$ cat src/rtl/dma_pkg.sv
// Shared types for the DMA descriptor sequencer: FSM encoding, descriptor payload, default widths.
package dma_pkg;

    localparam int unsigned DEF_ADDR_W = 32;
    localparam int unsigned DEF_LEN_W  = 8;

    typedef enum logic [1:0] {
        IDLE      = 2'd0,
        LAUNCH    = 2'd1,
        SETTLE    = 2'd2,
        WAIT_DONE = 2'd3
    } state_t;

    typedef struct packed {
        logic [DEF_ADDR_W-1:0] src;
        logic [DEF_ADDR_W-1:0] dst;
        logic [DEF_LEN_W-1:0]  len;
    } desc_t;

endpackage

$ cat src/rtl/dma_desc_sequencer_if.sv
// Descriptor push port, DMA launch port and status signals of the sequencer.
interface dma_desc_sequencer_if
    import dma_pkg::*;
#(
    parameter int unsigned ADDR_W = DEF_ADDR_W,
    parameter int unsigned LEN_W  = DEF_LEN_W,
    parameter int unsigned CNT_W  = 16,
    parameter int unsigned DEPTH  = 4
);
    localparam int unsigned LVL_W = $clog2(DEPTH) + 1;

    logic              enable;
    logic              desc_valid;
    logic              desc_ready;
    logic [ADDR_W-1:0] desc_src;
    logic [ADDR_W-1:0] desc_dst;
    logic [LEN_W-1:0]  desc_len;
    logic              dma_start;
    logic [ADDR_W-1:0] dma_src_addr;
    logic [ADDR_W-1:0] dma_dst_addr;
    logic [LEN_W-1:0]  dma_len;
    logic              dma_done;
    logic              busy;
    logic              irq;
    logic              irq_clear;
    logic [CNT_W-1:0]  completed_count;
    logic [LVL_W-1:0]  fifo_level;

    modport master (
        output enable, desc_valid, desc_src, desc_dst, desc_len, dma_done, irq_clear,
        input  desc_ready, dma_start, dma_src_addr, dma_dst_addr, dma_len,
        input  busy, irq, completed_count, fifo_level
    );

    modport slave (
        input  enable, desc_valid, desc_src, desc_dst, desc_len, dma_done, irq_clear,
        output desc_ready, dma_start, dma_src_addr, dma_dst_addr, dma_len,
        output busy, irq, completed_count, fifo_level
    );

endinterface

$ cat src/rtl/dma_desc_fifo.sv
// Synchronous circular FIFO of descriptors; no bypass, so a push is poppable the following cycle.
module dma_desc_fifo
    import dma_pkg::*;
#(
    parameter int unsigned DEPTH = 4
) (
    input  logic                     clk,
    input  logic                     rst,
    input  logic                     push,
    input  desc_t                    din,
    input  logic                     pop,
    output desc_t                    dout,
    output logic                     full,
    output logic                     empty,
    output logic [$clog2(DEPTH):0]   level
);
    localparam int unsigned PTR_W = $clog2(DEPTH);
    localparam int unsigned LVL_W = PTR_W + 1;

    desc_t            mem [DEPTH];
    logic [PTR_W-1:0] wr_ptr;
    logic [PTR_W-1:0] rd_ptr;
    logic             do_push;
    logic             do_pop;

    assign full    = (level == LVL_W'(DEPTH));
    assign empty   = (level == '0);
    assign do_push = push && !full;
    assign do_pop  = pop && !empty;
    assign dout    = mem[rd_ptr];

    // Pointers wrap naturally; level is kept separately to tell full from empty.
    always_ff @(posedge clk or posedge rst) begin
        if (rst) begin
            wr_ptr <= '0;
            rd_ptr <= '0;
            level  <= '0;
        end else begin
            if (do_push) wr_ptr <= wr_ptr + PTR_W'(1);
            if (do_pop)  rd_ptr <= rd_ptr + PTR_W'(1);
            case ({do_push, do_pop})
                2'b10:   level <= level + LVL_W'(1);
                2'b01:   level <= level - LVL_W'(1);
                default: level <= level;
            endcase
        end
    end

    always_ff @(posedge clk) begin
        if (do_push) mem[wr_ptr] <= din;
    end

endmodule

$ cat src/rtl/dma_desc_sequencer.sv
// Queues DMA descriptors and launches them one at a time, holding operands until done.
module dma_desc_sequencer
    import dma_pkg::*;
#(
    parameter int unsigned DEPTH  = 4,
    parameter int unsigned ADDR_W = DEF_ADDR_W,
    parameter int unsigned LEN_W  = DEF_LEN_W,
    parameter int unsigned CNT_W  = 16
) (
    input  logic                 clk,
    input  logic                 rst,
    dma_desc_sequencer_if.slave  bus
);
    localparam int unsigned LVL_W = $clog2(DEPTH) + 1;

    state_t           state;
    desc_t            head;
    desc_t            push_desc;
    logic             full;
    logic             empty;
    logic             push;
    logic             pop;
    logic             done_hit;
    logic [LVL_W-1:0] level;

    assign push_desc = '{src: DEF_ADDR_W'(bus.desc_src),
                         dst: DEF_ADDR_W'(bus.desc_dst),
                         len: DEF_LEN_W'(bus.desc_len)};
    assign push      = bus.desc_valid && !full;
    assign pop       = (state == IDLE) && bus.enable && !empty;
    assign done_hit  = (state == WAIT_DONE) && bus.dma_done;

    dma_desc_fifo #(.DEPTH(DEPTH)) u_fifo (
        .clk   (clk),
        .rst   (rst),
        .push  (push),
        .din   (push_desc),
        .pop   (pop),
        .dout  (head),
        .full  (full),
        .empty (empty),
        .level (level)
    );

    assign bus.desc_ready = !full;
    assign bus.fifo_level = level;
    assign bus.dma_start  = (state == LAUNCH);
    assign bus.busy       = (state != IDLE);

    // done is ignored in LAUNCH/SETTLE because the DMA still shows the previous transfer's done.
    always_ff @(posedge clk or posedge rst) begin
        if (rst) begin
            state               <= IDLE;
            bus.dma_src_addr    <= '0;
            bus.dma_dst_addr    <= '0;
            bus.dma_len         <= '0;
            bus.completed_count <= '0;
            bus.irq             <= 1'b0;
        end else begin
            case (state)
                IDLE: begin
                    if (pop) begin
                        bus.dma_src_addr <= ADDR_W'(head.src);
                        bus.dma_dst_addr <= ADDR_W'(head.dst);
                        bus.dma_len      <= LEN_W'(head.len);
                        state            <= LAUNCH;
                    end
                end
                LAUNCH:    state <= SETTLE;
                SETTLE:    state <= WAIT_DONE;
                WAIT_DONE: begin
                    if (bus.dma_done) begin
                        bus.completed_count <= bus.completed_count + CNT_W'(1);
                        state               <= IDLE;
                    end
                end
            endcase

            if (done_hit)           bus.irq <= 1'b1;
            else if (bus.irq_clear) bus.irq <= 1'b0;
        end
    end

endmodule

$ cat src/flat_wrapper.sv
// flat-port wrapper written by rule: the top's interface ports become plain ports
module dma_desc_sequencer_flat import dma_pkg::*;
#(
    parameter int unsigned DEPTH  = 4,
    parameter int unsigned ADDR_W = DEF_ADDR_W,
    parameter int unsigned LEN_W  = DEF_LEN_W,
    parameter int unsigned CNT_W  = 16
)
  (clk, rst, bus_enable, bus_desc_valid, bus_desc_src, bus_desc_dst, bus_desc_len, bus_dma_done, bus_irq_clear, bus_desc_ready, bus_dma_start, bus_dma_src_addr, bus_dma_dst_addr, bus_dma_len, bus_busy, bus_irq, bus_completed_count, bus_fifo_level);
  dma_desc_sequencer_if #(.ADDR_W(ADDR_W), .LEN_W(LEN_W), .CNT_W(CNT_W), .DEPTH(DEPTH)) bus_i ();
  input  logic clk;
  input  logic rst;
  input wire logic [$bits(bus_i.enable)-1:0] bus_enable;
  input wire logic [$bits(bus_i.desc_valid)-1:0] bus_desc_valid;
  input wire logic [$bits(bus_i.desc_src)-1:0] bus_desc_src;
  input wire logic [$bits(bus_i.desc_dst)-1:0] bus_desc_dst;
  input wire logic [$bits(bus_i.desc_len)-1:0] bus_desc_len;
  input wire logic [$bits(bus_i.dma_done)-1:0] bus_dma_done;
  input wire logic [$bits(bus_i.irq_clear)-1:0] bus_irq_clear;
  output wire logic [$bits(bus_i.desc_ready)-1:0] bus_desc_ready;
  output wire logic [$bits(bus_i.dma_start)-1:0] bus_dma_start;
  output wire logic [$bits(bus_i.dma_src_addr)-1:0] bus_dma_src_addr;
  output wire logic [$bits(bus_i.dma_dst_addr)-1:0] bus_dma_dst_addr;
  output wire logic [$bits(bus_i.dma_len)-1:0] bus_dma_len;
  output wire logic [$bits(bus_i.busy)-1:0] bus_busy;
  output wire logic [$bits(bus_i.irq)-1:0] bus_irq;
  output wire logic [$bits(bus_i.completed_count)-1:0] bus_completed_count;
  output wire logic [$bits(bus_i.fifo_level)-1:0] bus_fifo_level;
  assign bus_i.enable = bus_enable;
  assign bus_i.desc_valid = bus_desc_valid;
  assign bus_i.desc_src = bus_desc_src;
  assign bus_i.desc_dst = bus_desc_dst;
  assign bus_i.desc_len = bus_desc_len;
  assign bus_i.dma_done = bus_dma_done;
  assign bus_i.irq_clear = bus_irq_clear;
  assign bus_desc_ready = bus_i.desc_ready;
  assign bus_dma_start = bus_i.dma_start;
  assign bus_dma_src_addr = bus_i.dma_src_addr;
  assign bus_dma_dst_addr = bus_i.dma_dst_addr;
  assign bus_dma_len = bus_i.dma_len;
  assign bus_busy = bus_i.busy;
  assign bus_irq = bus_i.irq;
  assign bus_completed_count = bus_i.completed_count;
  assign bus_fifo_level = bus_i.fifo_level;
  dma_desc_sequencer #(.DEPTH(DEPTH), .ADDR_W(ADDR_W), .LEN_W(LEN_W), .CNT_W(CNT_W)) u_core (.clk(clk), .rst(rst), .bus(bus_i));
endmodule
$ cat config.mk
export PLATFORM = sky130hd
export DESIGN_NAME = dma_desc_sequencer_flat
export DESIGN_NICKNAME = d
export VERILOG_FILES = /design/src/rtl/dma_pkg.sv /design/src/rtl/dma_desc_sequencer_if.sv /design/src/rtl/dma_desc_fifo.sv /design/src/rtl/dma_desc_sequencer.sv /design/src/flat_wrapper.sv
export SDC_FILE = /design/constraint.sdc
export NUM_CORES = 1
export LEC_CHECK = 0
export ABC_AREA = 0
export CORE_MARGIN = 4
export CORE_UTILIZATION = 58
export CTS_BUF_LIST = sky130_fd_sc_hd__clkbuf_8
export CTS_CLUSTER_SIZE = 24
export DETAILED_ROUTE_END_ITERATION = 10
export PLACE_DENSITY = 0.86
export SYNTH_ARGS = -nofsm -noshare
export SYNTH_HDL_FRONTEND = slang
export SYNTH_SLANG_ARGS = --single-unit
$ cat constraint.sdc
create_clock -name clk -period 4 [get_ports clk]
set_input_delay 0.8 -clock clk [delete_from_list [all_inputs] [get_ports clk]]
set_output_delay 0.8 -clock clk [all_outputs]
set_load 0.02 [all_outputs]
==> impl_results.md <==
- Placement row count: 57
- Share of the synthesized area in the top cell type: 59.8%
- Top cells by count, synth: edfxtp_1 (288), nand2_1 (223), dfrtp_1 (98)
- CP max FO: 6
- Synth cell types: 30
- CP required: 3.20 ns
- Syn_nets: 886
- Startpoint types: register
- Worst hold path class: reg2reg
- Synth area leaders: edfxtp_1 (60%), dfrtp_1 (17%), mux4_2 (11%)
- CP peak stage delay: 0.65 ns
- H-tree lvl count: 2
- Layout area overhead: 22.2%
- Final Cycle Share: 69.8%
- Final Max Slew Viols: 0
- Final HPWL DP: 16.8 mm
- Setup bufs post-CTS: 0
- CTS Root Cell: clkbuf_8
- CP endpoint kind: primary output
- Avg Vias per Cell: 5.41
- Cell Chain, Critical Path: inv_1, nand3_1, clkdlybuf4s50_1
- Clock Path Buffers: 3
- Initial antenna violation count: 0
- Die extent in x: 166 um
- IO Port Bufs: 172
- Gr usage total: 20.3%
- Status: finished clean
- Worst path slowest cell: clkdlybuf4s50_1
- Die H: 166 um
- Gr ovfl total: 0
- Synthesized area: 0.0145 sq mm
- Routed via count: 7500
- Setup total negative slack: 0 ns
- CTS tree: done
- # DRC: 0
- Max frequency: 0.358 GHz
- Actual slew at the worst max-slew pin: 1.08 ns
- Core area: 0.0244 sq mm
- Cells after Synth: 796
- PnR worst setup slack: 1.21 ns
- Hold WS: 0.471 ns
- #FFs+latches synth: 386
- Max cap viols: 0
- Setup violations, final: 0
- Post-synth EDFFs: 288
- Minimum clock period: 2.79 ns
- RSZ-0062 raised after global routing: false
- Sequential-to-total area share from yosys stat: 76.8%
- Top Family by Delay on Critical Path: buffers and inverters
- Ys async rst share: 25.4%
- Final Hold Fails: 0
- CP arrival: 1.99 ns
- CTS Sinks: 386
- First-pass detailed-route iteration total: 5
- Share of cells above drive strength 1: 16.4%
- Routed wire per std cell: 19.9 um
- Critical path buffers and inverters: 2
- Max_slew headroom: 27.7%
- Leak: 6.68 nW
- Post_cts resized: 0
- Crit Path Category: reg2out
- Post-DRT Antenna Nets: 0
- I/O pin count: 173
- Fin nets: 1102
- Inserted Clock Buffers: 59
- Largest area contributor in the netlist: edfxtp_1
- Clock Latency Late Sink: 0.59 ns
- CTS Hold Bufs: 0
- Iter 0 DRT Violations: 526
- Vias in the first global route: 8153
- Initial Utilization: 59.3%
- Worst Skew: 0.0212 ns
- Placer Congestion: 0.729
- Worst vdd ir: 0.564 mV
- Most numerous cell in the Yosys netlist: edfxtp_1
- CTS clk-pin slew, worst paths: 0.06 ns
- Mean Syn Cell Area: 18.2 sq um
- Pin count of the biggest net entering global routing: 75
- Pre-CTS setup slack: 1.29 ns
- Power Dens Cells: 733 mW/mm^2
- Full die area: 0.0275 sq mm
- Drt total wl: 27.6 mm
- Synth warn: 0
- # diodes: 0
- First-pass GRT wire length: 44.2 mm
- Synth Flop Type: edfxtp_1
-- stage by stage --
stage / util [%] / area, sq um / cells / total power [mW]
after floorplan: - / 14500 / 796 / 8.55
after detailed placement: 67.7 / 16500 / 1275 / 10.1
after CTS: 72.4 / 17700 / 1387 / 13.1
after global placement: 67.7 / 16500 / 1275 / 9.89
after global routing: 72.4 / 17700 / 1387 / 13.7
final: 72.4 / 17700 / 1387 / 13.0
-- path summary, 6_finish.rpt --
kind	startpoint	endpoint	slack, ns	depth (start not counted)
hold reg to reg	u_core.bus.dma_src_addr[15]	u_core.bus.dma_src_addr[15]	0.47	2
min in group asynchronous	rst	u_core.bus.completed_count[2]	0.70	2
setup / recovery	u_core.u_fifo.level[0]	bus_desc_ready	1.21	3
setup reg to reg	u_core.u_fifo.level[1]	u_core.u_fifo.level[2]	1.80	10
max in group asynchronous	rst	u_core.bus.dma_src_addr[0]	2.56	3
hold / removal	u_core.bus.dma_src_addr[15]	u_core.bus.dma_src_addr[15]	0.47	2
-- layout make-up --
type | count | area (sq um)
Tap cell | 324 | 405
Timing Repair Buffer | 187 | 1880
Multi-Input combinational cell | 364 | 3050
Inverter | 14 | 55.1
Clock inverter | 41 | 181
Fill cell | 1508 | 6730
Clock buffer | 71 | 977
Sequential cell | 386 | 11100
-- cells in the final DEF, fill, tap and decap left out, types with 2 or more instances in the layout --
master             n
and2_1             2
and3_4             4
buf_12             4
buf_4             11
clkbuf_8          71
clkdlybuf4s50_1  172
clkinv_1          11
clkinv_2           5
dfrtp_1           96
dfrtp_4            2
edfxtp_1         288
ha_1              11
inv_1             34
mux4_1             2
mux4_2            70
nand2_1          223
nand3_1            7
nand4_1            4
nor2_1             7
o21ai_1            3
xnor2_1           15
xor2_1             6
-- worst register-to-register path, cell delays in order (launching register included) --
cell     delay, ns
dfrtp_1       0.42
inv_1         0.15
nand3_1       0.21
and2_1        0.26
inv_1         0.06
ha_1          0.17
inv_1         0.06
fa_1          0.39
xor2_1        0.15
nor2_1        0.11
xor2_1        0.14
-- registers in the layout (all words and copies together), names as in the netlist, 3 cells and up --
name and flops:
u_core.u_fifo.mem 288, u_core.bus.dma_dst_addr 32, u_core.bus.dma_src_addr 32, u_core.u_fifo.level 3, u_core.bus.dma_len 8, u_core.bus.completed_count 16
-- logic make-up after synthesis --
logic type / Yosys count / share of synthesized area [%]
adders and majority gates: 12 / 1.09
AOI/OAI and AO/OA: 6 / 0.286
DFF: 386 / 76.8
buffers and inverters: 46 / 2.29
muxes: 75 / 11.5
xor gates and xnor gates: 21 / 1.27
and+or+nand+nor: 250 / 6.77
-- layer usage --
metal | share of wire, % | up-vias | global-route usage [%] | wire [um]
met4 | 2.7 | 0 | 6.81 | 739
met5 | 0 | - | 0 | 0
met2 | 52 | 247 | 34.3 | 14300
li1 | - | 3392 | - | -
met3 | 6.5 | 57 | 4.71 | 1810
met1 | 39 | 3804 | 26.5 | 10800
-- where the power goes --
part           switching, mW  leakage [nW]  internal (mW)
combinational           1.96          2.14           1.88
sequential             0.681          3.87           5.39
clock                   1.42         0.676           1.61
total                   4.07          6.68           8.88
Power figures use the tool's default switching activity.
